`config.mk`:
```
export PLATFORM = sky130hd
export DESIGN_NAME = mc_ctrl
export DESIGN_NICKNAME = d
export VERILOG_FILES = /design/src/rtl/mc_ctrl.sv
export SDC_FILE = /design/constraint.sdc
export NUM_CORES = 1
export LEC_CHECK = 0
export CELL_PAD_IN_SITES_DETAIL_PLACEMENT = 0
export CELL_PAD_IN_SITES_GLOBAL_PLACEMENT = 1
export CORE_ASPECT_RATIO = 2
export CORE_MARGIN = 3
export CORE_UTILIZATION = 31
export DETAILED_ROUTE_END_ITERATION = 10
export GPL_TIMING_DRIVEN = 1
export PLACE_DENSITY_LB_ADDON = 0.1
export SYNTH_ARGS = -nofsm -noshare
export SYNTH_HDL_FRONTEND = slang
export SYNTH_SLANG_ARGS = --single-unit
```
`constraint.sdc`:
```
create_clock -name clk -period 3 [get_ports clk]
set_input_delay 0.6 -clock clk [delete_from_list [all_inputs] [get_ports clk]]
set_output_delay 0.6 -clock clk [all_outputs]
set_load 0.02 [all_outputs]
```
`src/rtl/mc_ctrl.sv`:
```
// Multi-cycle RV32I control unit: FETCH/DECODE/EXEC/MEM/WB sequencing and a retired-instruction counter.
// Optional MC_CTRL_ILLEGAL_TRAP_EN adds an 'illegal' output and a HALT state for unknown instructions.
module mc_ctrl #(
    parameter int XLEN     = 32,
    parameter int ALU_OP_W = 4,
    parameter int CNT_W    = 32
) (
    input  logic                  clk,
    input  logic                  rst_n,
    input  logic [31:0]           inst,
    input  logic                  imem_ready,
    input  logic                  dmem_ready,
    input  logic [2:0]            flag,
    output logic                  imem_req,
    output logic                  ir_we,
    output logic                  pc_we,
    output logic [1:0]            npc_op,
    output logic [2:0]            sext_op,
    output logic                  alua_sel,
    output logic                  alub_sel,
    output logic [ALU_OP_W-1:0]   alu_op,
    output logic                  rf_we,
    output logic [2:0]            wd_sel,
    output logic                  dmem_req,
    output logic                  dmem_we,
    output logic [XLEN/8-1:0]     dmem_be,
    output logic [2:0]            load_ext,
    output logic                  retire,
    output logic [CNT_W-1:0]      instr_cnt
`ifdef MC_CTRL_ILLEGAL_TRAP_EN
    ,
    output logic                  illegal
`endif
);

    typedef enum logic [2:0] {
        S_FETCH  = 3'd0,
        S_DECODE = 3'd1,
        S_EXEC   = 3'd2,
        S_MEM    = 3'd3,
        S_WB     = 3'd4,
        S_HALT   = 3'd5
    } state_t;

    localparam logic [6:0] OP_R      = 7'b0110011;
    localparam logic [6:0] OP_I      = 7'b0010011;
    localparam logic [6:0] OP_LOAD   = 7'b0000011;
    localparam logic [6:0] OP_STORE  = 7'b0100011;
    localparam logic [6:0] OP_BRANCH = 7'b1100011;
    localparam logic [6:0] OP_JAL    = 7'b1101111;
    localparam logic [6:0] OP_JALR   = 7'b1100111;
    localparam logic [6:0] OP_LUI    = 7'b0110111;
    localparam logic [6:0] OP_AUIPC  = 7'b0010111;

    state_t      state_r, state_n;
    logic [31:0] ir_r;
    logic [CNT_W-1:0] cnt_r;

    logic [6:0] opcode_s;
    logic [2:0] f3_s;
    logic [6:0] f7_s;
    logic       legal_s, is_load_s, is_store_s, is_branch_s, is_jal_s, is_jalr_s, is_lui_s;
    logic       alua_s, alub_s;
    logic [2:0] sext_s;
    logic [3:0] alu_s;
    logic       unused_ir_s;

    assign opcode_s    = ir_r[6:0];
    assign f3_s        = ir_r[14:12];
    assign f7_s        = ir_r[31:25];
    assign unused_ir_s = ^{ir_r[24:15], ir_r[11:7]};

    function automatic logic [3:0] alu_of(input logic [2:0] f3, input logic alt);
        case (f3)
            3'b000:  alu_of = alt ? 4'd1 : 4'd0;
            3'b001:  alu_of = 4'd5;
            3'b010:  alu_of = 4'd8;
            3'b011:  alu_of = 4'd9;
            3'b100:  alu_of = 4'd4;
            3'b101:  alu_of = alt ? 4'd7 : 4'd6;
            3'b110:  alu_of = 4'd3;
            3'b111:  alu_of = 4'd2;
            default: alu_of = 4'd0;
        endcase
    endfunction

    function automatic logic br_taken(input logic [2:0] f3, input logic [2:0] fl);
        case (f3)
            3'b000:  br_taken = fl[1];
            3'b001:  br_taken = ~fl[1];
            3'b100:  br_taken = fl[0];
            3'b101:  br_taken = ~fl[0];
            3'b110:  br_taken = fl[2];
            3'b111:  br_taken = ~fl[2];
            default: br_taken = 1'b0;
        endcase
    endfunction

    function automatic logic [3:0] be_of(input logic [2:0] f3);
        case (f3[1:0])
            2'b00:   be_of = 4'b0001;
            2'b01:   be_of = 4'b0011;
            2'b10:   be_of = 4'b1111;
            default: be_of = 4'b0000;
        endcase
    endfunction

    // Instruction classification and per-class ALU/immediate selection from the internal IR
    always_comb begin
        legal_s     = 1'b0;
        is_load_s   = 1'b0;
        is_store_s  = 1'b0;
        is_branch_s = 1'b0;
        is_jal_s    = 1'b0;
        is_jalr_s   = 1'b0;
        is_lui_s    = 1'b0;
        alua_s      = 1'b0;
        alub_s      = 1'b0;
        sext_s      = 3'd0;
        alu_s       = 4'd0;
        case (opcode_s)
            OP_R: begin
                alu_s   = alu_of(f3_s, f7_s[5]);
                legal_s = (f7_s == 7'b0000000) ||
                          ((f7_s == 7'b0100000) && ((f3_s == 3'b000) || (f3_s == 3'b101)));
            end
            OP_I: begin
                alub_s = 1'b1;
                // funct7 only qualifies the shift forms; addi with imm[10] set stays an add
                if (f3_s == 3'b001) begin
                    sext_s  = 3'd5;
                    alu_s   = 4'd5;
                    legal_s = (f7_s == 7'b0000000);
                end else if (f3_s == 3'b101) begin
                    sext_s  = 3'd5;
                    alu_s   = alu_of(f3_s, f7_s[5]);
                    legal_s = (f7_s == 7'b0000000) || (f7_s == 7'b0100000);
                end else begin
                    alu_s   = alu_of(f3_s, 1'b0);
                    legal_s = 1'b1;
                end
            end
            OP_LOAD: begin
                is_load_s = 1'b1;
                alub_s    = 1'b1;
                legal_s   = f3_s inside {3'b000, 3'b001, 3'b010, 3'b100, 3'b101};
            end
            OP_STORE: begin
                is_store_s = 1'b1;
                alub_s     = 1'b1;
                sext_s     = 3'd1;
                legal_s    = f3_s inside {3'b000, 3'b001, 3'b010};
            end
            OP_BRANCH: begin
                is_branch_s = 1'b1;
                sext_s      = 3'd2;
                alu_s       = 4'd1;
                legal_s     = (f3_s != 3'b010) && (f3_s != 3'b011);
            end
            OP_JAL: begin
                is_jal_s = 1'b1;
                sext_s   = 3'd4;
                legal_s  = 1'b1;
            end
            OP_JALR: begin
                is_jalr_s = 1'b1;
                alub_s    = 1'b1;
                legal_s   = (f3_s == 3'b000);
            end
            OP_LUI: begin
                is_lui_s = 1'b1;
                alub_s   = 1'b1;
                sext_s   = 3'd3;
                legal_s  = 1'b1;
            end
            OP_AUIPC: begin
                alua_s  = 1'b1;
                alub_s  = 1'b1;
                sext_s  = 3'd3;
                legal_s = 1'b1;
            end
            default: legal_s = 1'b0;
        endcase
    end

`ifdef MC_CTRL_ILLEGAL_TRAP_EN
    logic illegal_s;
`endif

    // Next-state and control outputs; everything forced low while rst_n is asserted
    always_comb begin
        state_n  = state_r;
        imem_req = 1'b0;
        ir_we    = 1'b0;
        pc_we    = 1'b0;
        npc_op   = 2'd0;
        sext_op  = 3'd0;
        alua_sel = 1'b0;
        alub_sel = 1'b0;
        alu_op   = '0;
        rf_we    = 1'b0;
        wd_sel   = 3'd0;
        dmem_req = 1'b0;
        dmem_we  = 1'b0;
        dmem_be  = '0;
        load_ext = 3'd0;
        retire   = 1'b0;
`ifdef MC_CTRL_ILLEGAL_TRAP_EN
        illegal_s = 1'b0;
`endif
        if (!rst_n) begin
            state_n = S_FETCH;
        end else begin
            case (state_r)
                S_FETCH: begin
                    imem_req = 1'b1;
                    if (imem_ready) begin
                        ir_we   = 1'b1;
                        state_n = S_DECODE;
                    end else begin
                        state_n = S_FETCH;
                    end
                end
                S_DECODE: begin
                    sext_op = sext_s;
                    if (legal_s) begin
                        state_n = S_EXEC;
                    end else begin
`ifdef MC_CTRL_ILLEGAL_TRAP_EN
                        state_n = S_HALT;
`else
                        pc_we   = 1'b1;
                        retire  = 1'b1;
                        state_n = S_FETCH;
`endif
                    end
                end
                S_EXEC: begin
                    sext_op  = sext_s;
                    alua_sel = alua_s;
                    alub_sel = alub_s;
                    alu_op   = ALU_OP_W'(alu_s);
                    if (is_branch_s) begin
                        pc_we   = 1'b1;
                        npc_op  = br_taken(f3_s, flag) ? 2'd2 : 2'd0;
                        retire  = 1'b1;
                        state_n = S_FETCH;
                    end else if (is_load_s || is_store_s) begin
                        state_n = S_MEM;
                    end else begin
                        state_n = S_WB;
                    end
                end
                S_MEM: begin
                    sext_op  = sext_s;
                    alua_sel = alua_s;
                    alub_sel = alub_s;
                    alu_op   = ALU_OP_W'(alu_s);
                    dmem_req = 1'b1;
                    dmem_we  = is_store_s;
                    dmem_be  = be_of(f3_s);
                    load_ext = f3_s;
                    if (!dmem_ready) begin
                        state_n = S_MEM;
                    end else if (is_store_s) begin
                        pc_we   = 1'b1;
                        retire  = 1'b1;
                        state_n = S_FETCH;
                    end else begin
                        state_n = S_WB;
                    end
                end
                S_WB: begin
                    rf_we  = 1'b1;
                    pc_we  = 1'b1;
                    retire = 1'b1;
                    if (is_load_s) begin
                        wd_sel = 3'd1;
                    end else if (is_jal_s || is_jalr_s) begin
                        wd_sel = 3'd2;
                    end else if (is_lui_s) begin
                        wd_sel = 3'd3;
                    end else begin
                        wd_sel = 3'd0;
                    end
                    npc_op  = is_jal_s ? 2'd2 : (is_jalr_s ? 2'd1 : 2'd0);
                    state_n = S_FETCH;
                end
`ifdef MC_CTRL_ILLEGAL_TRAP_EN
                S_HALT: begin
                    illegal_s = 1'b1;
                    state_n   = S_HALT;
                end
`endif
                default: state_n = S_FETCH;
            endcase
        end
    end

`ifdef MC_CTRL_ILLEGAL_TRAP_EN
    assign illegal = illegal_s;
`endif

    assign instr_cnt = rst_n ? cnt_r : '0;

    // State, IR and retired-instruction counter registers
    always_ff @(posedge clk) begin
        if (!rst_n) begin
            state_r <= S_FETCH;
            ir_r    <= 32'd0;
            cnt_r   <= '0;
        end else begin
            state_r <= state_n;
            ir_r    <= ir_we ? inst : ir_r;
            cnt_r   <= cnt_r + CNT_W'(retire);
        end
    end

endmodule

```
# == Word level (Yosys, flattened, before mapping) ==
# Memory sizes are Yosys's and may differ from the RTL's. A register that Yosys moved wholly into a read port is not among the register bits.
# Cells that the tools add are included.
# totals
in_bits,39
ff_bits,67
romBits,32
out_inout_bits,60
memories,1
elab_cells,126
# memory_table
memory,depth,word_bits,rd,rd_ports_with_merged_regs,write_ports,line_no,text
(name not given),8,4,1,1,0,74,case (f3)
# classes
n_eq_ne,25
bitwise,3
reduce_logical,18
mux,75
add_sub_neg,1
# op_table
op,count
$mux W1,37
$mux W3,12
$add A32 B1 Y32,1
$mux W32,1
$pmux W4 S8,1
$eq A7 B6 Y1 const B,4
$mux W4,6
$pmux W4 S3,2
$eq A7 B7 Y1 const B,3
$mux W2,10
$eq A3 B3 Y1 const B,5
$pmux W3 S5,1
$eq A7 B5 Y1 const B,2
$eq A3 B2 Y1 const B,4
$pmux W3 S4,1
$eq A7 B2 Y1 const B,1
$logic_not A7 Y1,1
$pmux W1 S7,1
$eq A3 B1 Y1 const B,2
$logic_not A3 Y1,2
$ne A3 B2 Y1 const B,2
$pmux W1 S6,1
$reduce_or A3 Y1,2
$reduce_or A6 Y1,1
11 further kinds,19

# == Depth between registers and ports, before layout ==
# depth
depth_word,9
ltp_mapped,14
depth_no_buf,14

# == Worst setup path before layout ==
# OpenSTA, ideal clock, no wires.
# synth_path
path_type,flip-flop to flip-flop
from,reg ir_r[13]
to,reg cnt_r[22]
setup_slack_ps,-107
stages_incl_launch_ff,14
synth_period_minus_slack_ps,3107
arrival_time_ps,2986
required_ps,2879
setup_time_ps,121
n_path_buf,0
cell_sequence,dfxtp_1 inv_1 ha_1 and2_1 nand3b_1 and4b_1 nor4_1 a32o_1 ha_1 ha_1 nand4_1 nor2_1 nand4_1 mux2_2
# synth_via
elab_chain_len,9
elab_cells_between_ends,20
classes_between,add/sub: 1; eq/ne: 6; mux: 6; reduce/logical: 7
# synth_rtl
element,line_no,text
from (decl),56,logic [31:0] ir_r;
from (signal assigned),314,ir_r <= ir_we ? inst : ir_r;
$eq A3 B3 Y1 or $logic_not A3 Y1 (tied branches),n/a,
$logic_or A1 B1 Y1,125,((f7_s == 7'b0100000) && ((f3_s == 3'b000) || (f3_s == 3'b101)));
$logic_and A1 B1 Y1,125,
$logic_or A1 B1 Y1,124,legal_s = (f7_s == 7'b0000000) ||
$pmux W1 S7 *,121,case (opcode_s)
$mux W1 *,n/a,
$pmux W1 S4 *,n/a,
$mux W1 *,n/a,
named net pc_we,16,"output logic pc_we,"
$add A32 B1 Y32 *,315,cnt_r <= cnt_r + CNT_W'(retire);
to (signal assigned),315,
to (decl),57,logic [CNT_W-1:0] cnt_r;
# The timed path passes the listed nets; every way through them passes the cells marked *.
# A chain may end at the register's enable or synchronous reset.

# == Worst setup path in the final report ==
# layout_path
from,reg ir_r[3]
to,out retire
# layout_via
elab_chain_len,6
elab_cells_between_ends,19
classes_between,eq/ne: 9; mux: 9; reduce/logical: 1
# layout_rtl
element,line_no,text
$eq A7 B5 Y1 (tied with other cells),121,
$reduce_or A3 Y1 (no source line) or $mux W1 (tied branches),n/a,
$pmux W1 S7 or $mux W1 (tied branches),"121, 265",
$mux W1 (on tied branches),"226, 263",
$pmux W1 S4 *,214,case (state_r)
$mux W1 *,211,if (!rst_n) begin
to (decl),28,"output logic retire,"
# Every way passes the cells marked *; elsewhere a longest branch is shown, timed or not.

==> metrics.cfg <==
[status]
status=complete, no violations

[setup_path]
cp.arrival_ns=2.31
cp-start-kind=flop
cp_common_cell=buf_4
setup.worst_path.class=reg -> out
crit_path_end_kind=primary output
slowest_stage=or3_4
slowest_delay_ns=0.37
cp_data_required_time_ns=2.40
cp_cell_sequence=nand4bb_4 > or3_4 > a211oi_2 > nor4_2 > buf_4 > a32o_2 > buf_4 > clkdlybuf4s15_2
r2r_slack_ns=0.11
worst-path-max-fanout=3

[hold_path]
hp-class=reg -> reg

[yosys]
synth.top_cell.area_share_pct=35.2
synth_area_mm2=0.00318
synth_fa_ha_area_share_pct=2.75
ys.flop_type=dfxtp_1
synth_cell_types=59
ys_top_cells_by_area=dfxtp_1 (35%), and2_1 (7.3%), nor2_1 (5.9%), a22o_1 (4.1%), xor2_1 (3.9%)
synth_edf_count=0
yosys.area_share.xor_xnor_pct=6.06
synth.most_common_cell=dfxtp_1
synth_warnings=0
synth_fp_nets=434
async_reset_ff_share_pct=0
syn-instance-count=388
syn_avg_cell_area_um2=8.20
ys_ff_latch=56
synth_compound_area_share_pct=15.2
synth_top_family_by_area=simple AND/OR/NAND/NOR gates
synthTopCellsByCount=dfxtp_1 (56), nor2_1 (50), and2_1 (37)
post-synth-top-area-cell=dfxtp_1
synth-seq-area-share_pct=35.2
synth_mux_area_share_pct=2.68
yosys.area_share.simple_pct=33.5

[cts]
cts.sinks=56
path_clk_slew_ns=0.07
hold_buffers=0
cts_buffers=5
clk_latency_ns=0.30
cts_tree=built
htree_levels=2
cts.path.max_buffers=2
root_buffer=clkbuf_16

[routing]
drtAntennaViolNets=0
vias=3206
drc=0
via_per_inst=4.90
routed_wirelength_um=10100
dr.pass1.iters=4
wl_per_cell_um=15.5
drt_iter0_drc=84

[placed_design]
dp.cells=642
io_buffers=82
place.gp.congestion=0.846
dp_hpwl_um=7800
dp_slack_ns=-0.174

[global_routing]
use_met3_pct=2.18
grt_pass1_wl_um=16100
grt_use_met1_pct=16.8
met2_usage_pct=36.0
antenna_found_initial=0
grt_use_total_pct=17.6
grt_max_degree=33
busiest_layer=met2
grt_pass1_vias=3340
grt_overflow=0

[floorplan]
die_w_um=77.6
ios=99
fp-row-count=51
die_height_um=149
die_area_mm2=0.0116
start_util_pct=32.2
core-area_mm2=0.00989

[power_and_ir_drop]
p_leak_nw=2.14
powerDensity_mw_per_mm2=341
peakVddDrop_mv=0.260

[final_layout]
nets=567
area_growth_pct=55.7
drive_gt1_share_pct=23.8
diodes=0
final_util_pct=50.1
final-instance-count-excl-fill=654

[timing]
slew_headroom_pct=65.4
setup_viol=0
finalCritPeriodShare_pct=97.1
slew_violations=0
skew_ns=0.00335
tightest_slew_ns=0.515
max_freq_mhz=343
setup_slack_ns=0.0863
hold_viol_final=0
period_needed_ns=2.91
grt_setup_unrepaired=true

[flow_run]
maxCapViolations=0

## what timing repair did
| item | CTS | global route |
|---|---|---|
| buffers inserted | 0 | 4 |
| gates cloned | 0 | 0 |
| pin swaps | 5 | 8 |
| gates resized for setup | 39 | 42 |
| endpoints found under the setup margin | 37 | 36 |
## flip-flops by register name (all words and copies together), names as in the netlist, named ones only
register,count
cnt_r,32
state_r,3
ir_r,17
## final timing paths
kind         startpoint        end  cells after the start
max             ir_r[3]     retire                      8
min            ir_r[31]   ir_r[31]                      1
max reg2reg    ir_r[13]  cnt_r[24]                     15
min reg2reg    ir_r[31]   ir_r[31]                      1
## routing by layer
layer	share of wire, %	vias to the layer above
met5	0	-
met4	3.3	0
met3	2.7	22
met2	59	72
met1	35	1496
li1	-	1616
## where the power goes
group	total, mW	switching [mW]	internal (mW)
logic	0.236	0.115	0.122
clock network	0.672	0.279	0.393
registers	0.781	0.0186	0.763
total	1.69	0.412	1.28
## cell families (layout without fill, tap and decap cells)
| kind of cell | after synthesis | in the layout |
|---|---|---|
| and+or+nand+nor | 189 | 189 |
| AOI/OAI and AO/OA | 71 | 71 |
| DFF | 56 | 56 |
| buffers and inverters | 34 | 168 |
| xor gates and xnor gates | 22 | 22 |
| muxes | 8 | 8 |
| adders and majority gates | 7 | 7 |
| other | 1 | 1 |
## final cells by class
cell class	instances	area [um^2]
Timing Repair Buffer	147	1320
Sequential cell	56	1130
Multi-Input combinational cell	298	2110
Clock inverter	3	42.5
Fill cell	1019	4940
Tap cell	132	165
Inverter	13	53.8
Clock buffer	5	125
## critical path: cells and delay by family, from the launching register on
| kind | cells | cell delay (ns) |
|---|---|---|
| buffers and inverters | 3 | 0.54 |
| flip-flops | 1 | 0.33 |
| AO/OA/AOI/OAI | 2 | 0.46 |
| AND/OR/NAND/NOR | 3 | 0.68 |
## layout by cell type, fill, tap and decap left out, types with 3 or more instances in the layout
master / instances
buf_4: 63
clkdlybuf4s50_1: 57
dfxtp_1: 51
nor2_1: 47
and2_1: 35
nand2_1: 24
a21oi_1: 17
nand4_1: 16
a22o_1: 15
xor2_1: 14
o21ai_0: 12
dlygate4sd2_1: 12
inv_1: 11
nand3_1: 11
dlymetal6s2s_1: 10
nor3_1: 8
xnor2_1: 8
nand2b_1: 6
and3_1: 6
ha_4: 6
nor2_4: 5
clkbuf_16: 5
mux2i_1: 4
or3_1: 4
dfxtp_2: 4
nor4_2: 3
nor2b_1: 3
a31oi_1: 3
mux2_2: 3
## through the flow
step	power (mW)	cell area [um^2]	setup TNS, ns	hold slack [ns]
after detailed placement	1.01	4530	-1.92	0.458
after floorplan	0.900	3180	0	0.443
after CTS	1.69	4760	0	0.482
final	1.69	4950	0	0.481
after global placement	1.01	4530	-2.42	0.460
after global routing	1.77	4950	-0.0896	0.498
(Power assumes the default switching activity.)
